<file path="src/rtl/mem_copy_engine.sv">
// ============================================================================
// mem_copy_engine
// ----------------------------------------------------------------------------
// Copies len_in consecutive words from a source word address to a destination
// word address over a single-port memory interface. Each word takes two
// cycles: a READ cycle (the memory returns data combinationally, latched into
// a one-word buffer at the end of the cycle) followed by a WRITE cycle that
// presents the buffered word at the destination address.
//
// Every output is a flop. The memory-port, busy and done flops are loaded
// from the *next* state and datapath values. An output therefore reflects the
// state the engine is in during that cycle, and there is no combinational
// path from any input to any output.
//
// Ports
//   clock            in   single clock, all state changes on rising edge
//   reset            in   synchronous active-high reset
//   start_in         in   request a copy (sampled only while idle)
//   abort_in         in   cancel the copy in progress (READ/WRITE only)
//   src_addr_in      in   first source word address   (captured on start)
//   dst_addr_in      in   first destination word addr (captured on start)
//   len_in           in   number of words to copy     (captured on start)
//   busy_out         out  high while reading or writing
//   done_out         out  one-cycle pulse on normal completion
//   words_done_out   out  words written in the current / last transfer
//   mem_enable_out   out  memory port enable
//   mem_wb_out       out  0 = read, 1 = write
//   mem_addr_out     out  memory word address
//   mem_data_out     out  write data
//   mem_data_in      in   read data, valid in the same cycle as the address
// ============================================================================
module mem_copy_engine #(
    parameter int MEMORY_BUS_WIDTH = 32,
    parameter int ADDR_WIDTH       = 16,
    parameter int LEN_WIDTH        = 16
) (
    input  logic                        clock,
    input  logic                        reset,
    input  logic                        start_in,
    input  logic                        abort_in,
    input  logic [ADDR_WIDTH-1:0]       src_addr_in,
    input  logic [ADDR_WIDTH-1:0]       dst_addr_in,
    input  logic [LEN_WIDTH-1:0]        len_in,
    output logic                        busy_out,
    output logic                        done_out,
    output logic [LEN_WIDTH-1:0]        words_done_out,
    output logic                        mem_enable_out,
    output logic                        mem_wb_out,
    output logic [ADDR_WIDTH-1:0]       mem_addr_out,
    output logic [MEMORY_BUS_WIDTH-1:0] mem_data_out,
    input  logic [MEMORY_BUS_WIDTH-1:0] mem_data_in
);

    // ------------------------------------------------------------------------
    // Constants
    // ------------------------------------------------------------------------
    localparam logic [ADDR_WIDTH-1:0]       ADDR_ZERO = {ADDR_WIDTH{1'b0}};
    localparam logic [LEN_WIDTH-1:0]        LEN_ZERO  = {LEN_WIDTH{1'b0}};
    localparam logic [LEN_WIDTH-1:0]        LEN_ONE   = {{(LEN_WIDTH-1){1'b0}}, 1'b1};
    localparam logic [MEMORY_BUS_WIDTH-1:0] DATA_ZERO = {MEMORY_BUS_WIDTH{1'b0}};

    typedef enum logic [1:0] {
        ST_IDLE  = 2'd0,
        ST_READ  = 2'd1,
        ST_WRITE = 2'd2,
        ST_DONE  = 2'd3
    } state_t;

    // ------------------------------------------------------------------------
    // Helpers
    // ------------------------------------------------------------------------
    // Base plus word index, wrapping modulo 2^ADDR_WIDTH. The index is
    // resized to the address width first, so a length field wider than the
    // address simply wraps around the address space.
    function automatic logic [ADDR_WIDTH-1:0] word_addr(
        input logic [ADDR_WIDTH-1:0] base,
        input logic [LEN_WIDTH-1:0]  index
    );
        logic [ADDR_WIDTH-1:0] index_a;
        index_a = ADDR_WIDTH'(index);
        return base + index_a;
    endfunction

    // ------------------------------------------------------------------------
    // State and datapath registers
    // ------------------------------------------------------------------------
    state_t                        state_q,      state_d;
    logic [ADDR_WIDTH-1:0]         src_q,        src_d;
    logic [ADDR_WIDTH-1:0]         dst_q,        dst_d;
    logic [LEN_WIDTH-1:0]          len_q,        len_d;
    logic [LEN_WIDTH-1:0]          idx_q,        idx_d;
    logic [LEN_WIDTH-1:0]          words_done_q, words_done_d;
    logic [MEMORY_BUS_WIDTH-1:0]   buf_q,        buf_d;

    // Registered outputs
    logic                          busy_q,       busy_d;
    logic                          done_q,       done_d;
    logic                          mem_en_q,     mem_en_d;
    logic                          mem_wb_q,     mem_wb_d;
    logic [ADDR_WIDTH-1:0]         mem_addr_q,   mem_addr_d;
    logic [MEMORY_BUS_WIDTH-1:0]   mem_data_q,   mem_data_d;

    logic [LEN_WIDTH-1:0]          idx_inc_s;

    // ------------------------------------------------------------------------
    // Next-state and datapath update
    // ------------------------------------------------------------------------
    // Sequences IDLE -> (READ -> WRITE)* -> DONE -> IDLE, capturing the
    // request on start and stepping the word index after each write.
    always_comb begin
        state_d      = state_q;
        src_d        = src_q;
        dst_d        = dst_q;
        len_d        = len_q;
        idx_d        = idx_q;
        words_done_d = words_done_q;
        buf_d        = buf_q;
        idx_inc_s    = idx_q + LEN_ONE;

        case (state_q)
            ST_IDLE: begin
                // abort_in is not looked at here, so start wins when both
                // are high.
                if (start_in) begin
                    src_d        = src_addr_in;
                    dst_d        = dst_addr_in;
                    len_d        = len_in;
                    idx_d        = LEN_ZERO;
                    words_done_d = LEN_ZERO;
                    if (len_in == LEN_ZERO) begin
                        state_d = ST_DONE;
                    end else begin
                        state_d = ST_READ;
                    end
                end else begin
                    state_d = ST_IDLE;
                end
            end

            ST_READ: begin
                if (abort_in) begin
                    state_d = ST_IDLE;
                end else begin
                    buf_d   = mem_data_in;
                    state_d = ST_WRITE;
                end
            end

            ST_WRITE: begin
                // An abort leaves index and words_done untouched. The write
                // presented in this cycle is treated as not having completed.
                if (abort_in) begin
                    state_d = ST_IDLE;
                end else begin
                    idx_d        = idx_inc_s;
                    words_done_d = words_done_q + LEN_ONE;
                    if (idx_inc_s == len_q) begin
                        state_d = ST_DONE;
                    end else begin
                        state_d = ST_READ;
                    end
                end
            end

            ST_DONE: begin
                // start_in and abort_in are both ignored here.
                state_d = ST_IDLE;
            end

            default: begin
                state_d = ST_IDLE;
            end
        endcase
    end

    // ------------------------------------------------------------------------
    // Output decode from the next state
    // ------------------------------------------------------------------------
    // Loads the output flops with the values belonging to the state being
    // entered, so each output lines up with the cycle spent in that state.
    always_comb begin
        busy_d     = 1'b0;
        done_d     = 1'b0;
        mem_en_d   = 1'b0;
        mem_wb_d   = 1'b0;
        mem_addr_d = ADDR_ZERO;
        mem_data_d = DATA_ZERO;

        case (state_d)
            ST_READ: begin
                busy_d     = 1'b1;
                mem_en_d   = 1'b1;
                mem_wb_d   = 1'b0;
                mem_addr_d = word_addr(src_d, idx_d);
            end

            ST_WRITE: begin
                busy_d     = 1'b1;
                mem_en_d   = 1'b1;
                mem_wb_d   = 1'b1;
                mem_addr_d = word_addr(dst_d, idx_d);
                mem_data_d = buf_d;
            end

            ST_DONE: begin
                done_d = 1'b1;
            end

            ST_IDLE: begin
                busy_d = 1'b0;
            end

            default: begin
                busy_d = 1'b0;
            end
        endcase
    end

    // ------------------------------------------------------------------------
    // State register
    // ------------------------------------------------------------------------
    // Synchronous reset clears everything and takes priority over start/abort.
    always_ff @(posedge clock) begin
        if (reset) begin
            state_q      <= ST_IDLE;
            src_q        <= ADDR_ZERO;
            dst_q        <= ADDR_ZERO;
            len_q        <= LEN_ZERO;
            idx_q        <= LEN_ZERO;
            words_done_q <= LEN_ZERO;
            buf_q        <= DATA_ZERO;
            busy_q       <= 1'b0;
            done_q       <= 1'b0;
            mem_en_q     <= 1'b0;
            mem_wb_q     <= 1'b0;
            mem_addr_q   <= ADDR_ZERO;
            mem_data_q   <= DATA_ZERO;
        end else begin
            state_q      <= state_d;
            src_q        <= src_d;
            dst_q        <= dst_d;
            len_q        <= len_d;
            idx_q        <= idx_d;
            words_done_q <= words_done_d;
            buf_q        <= buf_d;
            busy_q       <= busy_d;
            done_q       <= done_d;
            mem_en_q     <= mem_en_d;
            mem_wb_q     <= mem_wb_d;
            mem_addr_q   <= mem_addr_d;
            mem_data_q   <= mem_data_d;
        end
    end

    // ------------------------------------------------------------------------
    // Output ports
    // ------------------------------------------------------------------------
    assign busy_out       = busy_q;
    assign done_out       = done_q;
    assign words_done_out = words_done_q;
    assign mem_enable_out = mem_en_q;
    assign mem_wb_out     = mem_wb_q;
    assign mem_addr_out   = mem_addr_q;
    assign mem_data_out   = mem_data_q;

endmodule
</file>
<file path="config.mk">
export PLATFORM = sky130hd
export DESIGN_NAME = mem_copy_engine
export DESIGN_NICKNAME = d
export VERILOG_FILES = /design/src/rtl/mem_copy_engine.sv
export SDC_FILE = /design/constraint.sdc
export NUM_CORES = 1
export LEC_CHECK = 0
export ABC_AREA = 1
export BUFFER_PORTS_ARGS = -buffer_cell sky130_fd_sc_hd__buf_2
export CELL_PAD_IN_SITES_DETAIL_PLACEMENT = 2
export CELL_PAD_IN_SITES_GLOBAL_PLACEMENT = 2
export CORE_MARGIN = 2
export CORE_UTILIZATION = 31
export CTS_BUF_LIST = sky130_fd_sc_hd__clkbuf_16
export CTS_CLUSTER_DIAMETER = 40
export DETAILED_ROUTE_END_ITERATION = 10
export PLACE_DENSITY = 0.76
export REMOVE_ABC_BUFFERS = 1
export SKIP_LAST_GASP = 1
export SYNTH_ARGS = -nofsm -noshare
export SYNTH_HDL_FRONTEND = slang
export SYNTH_SLANG_ARGS = --single-unit
</file>
<file path="constraint.sdc">
create_clock -name clock -period 5.1 [get_ports clock]
set_clock_uncertainty 0.05 [all_clocks]
set_input_delay 1.02 -clock clock [delete_from_list [all_inputs] [get_ports clock]]
set_output_delay 1.02 -clock clock [all_outputs]
set_load 0.05 [all_outputs]
</file>
==> impl_metrics.yaml <==
placement:
  numPortBuffers: 151
  gp_congestion: 0.790
  dp_hpwl_microns: 16900
  place_area_sq_um: 8330
critical_path:
  crit_top_cell: "nand2_1"
  worstSetupPathType: "reg2reg"
  timing.rr.end: "mem_addr_out[13]"
  cp_num_buf_inv: 2
  r2r_start: "idx_q[1]"
  end_kind: "flip-flop"
  setup.worst_path.start_class: "flip-flop"
  cp_top_family: "simple AND/OR/NAND/NOR gates"
  slowest_delay_ns: 0.43
  ff2ff_path_depth: 24
  slowest_stage: "dfxtp_1"
  worstPathArrival_ns: 4.71
  timing.critical_path.required_ns: 5.37
  cp_max_fo: 8
  cp_cell_sequence: "ha_1, nand3_1, nor2_1, nand3_1, nand2_1, nand3_1, nand2_1, nand3_1, nor2_1, nand2_1, nand2_1, ha_1, buf_4, mux2i_1, ha_1, nand2_1, nor2_1, nand2_1, nand2_1, inv_1, o21ai_0, a21oi_1, nor2_1, nor2_1"
  ff2ff_setup_slack_ns: 0.66
timing:
  relSlewSlack_pct: 51.3
  report.final.setup_viol: 0
  min_period_ns: 4.44
  post-route-period-util_pct: 87.0
  slew_violations: 0
  worstMarginPinSlew_ns: 0.728
  fmax_mhz: 225
  hold_ws_ns: 0.428
  setup-tns-final_ns: 0
  final-hold-violation-count: 0
  grt_setup_unrepaired: "false"
layout:
  stdcell_area_sq_um: 8960
  drive_gt1_share_pct: 19.6
  antenna_cells: 0
  fin_util_pct: 39.3
  final_cell_mix: "dfxtp_1 (164), nor2_1 (161), buf_2 (150)"
  multiInputGateArea_sq_um: 3360
  nFillCells: 2690
  area_delta_synth_final_pct: 23.8
  nets: 1187
  final_common_cell: "dfxtp_1"
  seq_area_sq_um: 3300
drt:
  drcViolationCount: 0
  routed_wl_microns: 22800
  dr.pass1.iters: 4
  wl_per_cell_microns: 16.2
  ant_nets: 0
  num_vias: 6740
  vias_per_cell: 4.78
  drt_iter0_markers: 225
global_routing:
  antenna_found_initial: 1
  grt_util_all_layers_pct: 19.5
  grt_max_degree: 46
  grt_pass1_wl_microns: 37900
  grt.overflow.total: 0
  grt_pass1_vias: 7345
logic_synthesis:
  synth_seq_cells: 165
  ys_types: 40
  ys_seq_area_share_pct: 45.6
  synth_top_area_cell: "dfxtp_1"
  synth_top_cell_area_share_pct: 45.6
  syn_area_per_cell_sq_um: 7.74
  synthCells: 935
  synthTopCellsByArea: "dfxtp_1 (46%), mux2i_1 (8.8%), nor2_1 (8.3%), nand2_1 (7.7%), inv_1 (5.8%)"
  synthesis.area_sq_um: 7240
  yosys_warnings: 0
power:
  peakVddDrop_v: 0.000166
  leakage_uw: 0.00421
  power.density_nw_per_um2: 335
clocking:
  h-tree-depth: 4
  cts.clk_slew.worst_paths_ns: 0.07
  cts_root_buffer: "clkbuf_16"
  cts_tree: "yes"
  cts_resized: 0
  cts_setup_buffers: 0
  cts_inserted_buffers: 17
  clock_latency_ns: 0.43
  cts_hold_buf: 0
  cts.sinks: 165
  clockBufferDepth: 2
floorplanning:
  dieArea_sq_um: 24600
  rows: 55
  core_sq_um: 22800
  pin_count: 152
  start_util_pct: 31.8
  fp.dieH_microns: 157
  die_width_microns: 157
min_path:
  hold_end: "words_done_out[14]"
  min_path_type: "reg2reg"
  worstHoldPathCells: 2
  min_from: "words_done_out[13]"
run:
  drv_cap: 0
status:
  status: "finished, final reports clean"
## registers in the layout, summed over array words and instances (netlist names)
signal,flops
buf_q,32
done_out,1
dst_q,16
idx_q,16
len_q,16
mem_addr_out,16
mem_data_out,32
mem_enable_out,1
mem_wb_out,1
src_q,16
state_q,2
words_done_out,16
## synthesized netlist by cell type, drive strengths merged
cell	n
nand4	13
nor3b	1
nor2	167
fa	1
buf	13
o21ai	47
clkinv	1
o21a	2
inv	114
and2	1
nand3	46
a21o	1
ha	19
o22ai	11
xor2	1
mux2i	64
dfxtp	165
clkbuf	20
a21oi	46
a211oi	2
nor4	16
nor3	23
a31oi	1
a22oi	1
o21bai	2
nand2	151
nand3b	5
or2	1
## cell families after synthesis
logic type               share of synthesized area (%)
AO/OA/AOI/OAI                                     8.40
AND/OR/NAND/NOR                                   25.4
XOR/XNOR                                         0.121
flip-flops                                        45.6
multiplexers                                      8.85
buffers and inverters                             8.04
adder cells (fa/ha/maj)                           3.56
## through the flow
step | setup slack (ns) | cells | total power [uW]
2_1_floorplan | -0.924 | 902 | 1570
3_3_place_gp | 0.682 | 1377 | 1690
3_5_place_dp | 0.535 | 1377 | 1700
4_1_cts | 0.556 | 1409 | 3050
5_1_grt | 0.0699 | 1409 | 3150
6_report | 0.661 | 1409 | 3000
## report_power, final
group,leakage [uW],switching [uW],internal [uW]
Clock,0.000302,661,673
Combinational,0.00257,205,107
Sequential,0.00134,18.3,1330
## routing by layer
layer	up-vias	part of all wire (%)	track usage (%)
met3	24	3.7	4.21
li1	3340	-	-
met4	0	1.1	4.54
met5	-	0	0
met2	111	50	34.2
met1	3265	45	24.3
## worst register-to-register path: cells and delay by family, from the launching register on
family	cells	cell delay [ns]
AND/OR/NAND/NOR	16	1.99
adder cells (fa/ha/maj)	3	0.96
flip-flops	1	0.43
AO/OA/AOI/OAI	2	0.46
buffers and inverters	2	0.34
multiplexers	1	0.11
## final cells by class
cell class                 count  share of cell area (%)
tap                          313                    4.37
clock inverter                15                    2.28
inverter                     115                    4.82
sequential                   165                    36.9
multi-input combinational    622                    37.5
timing repair buffer         162                    9.38
clock buffer                  17                    4.75
## worst max path at each step
stage	startpoint	endpoint	cells past startpoint
after floorplan	start_in	mem_addr_out[12]	16
final	idx_q[1]	mem_addr_out[13]	24
after detailed placement	len_in[12]	mem_addr_out[13]	21
after global placement	len_in[12]	mem_addr_out[15]	21
after global routing	idx_q[1]	mem_addr_out[13]	24
after CTS	idx_q[0]	mem_addr_out[13]	24
Note: power is estimated with default switching activity, not from simulation.
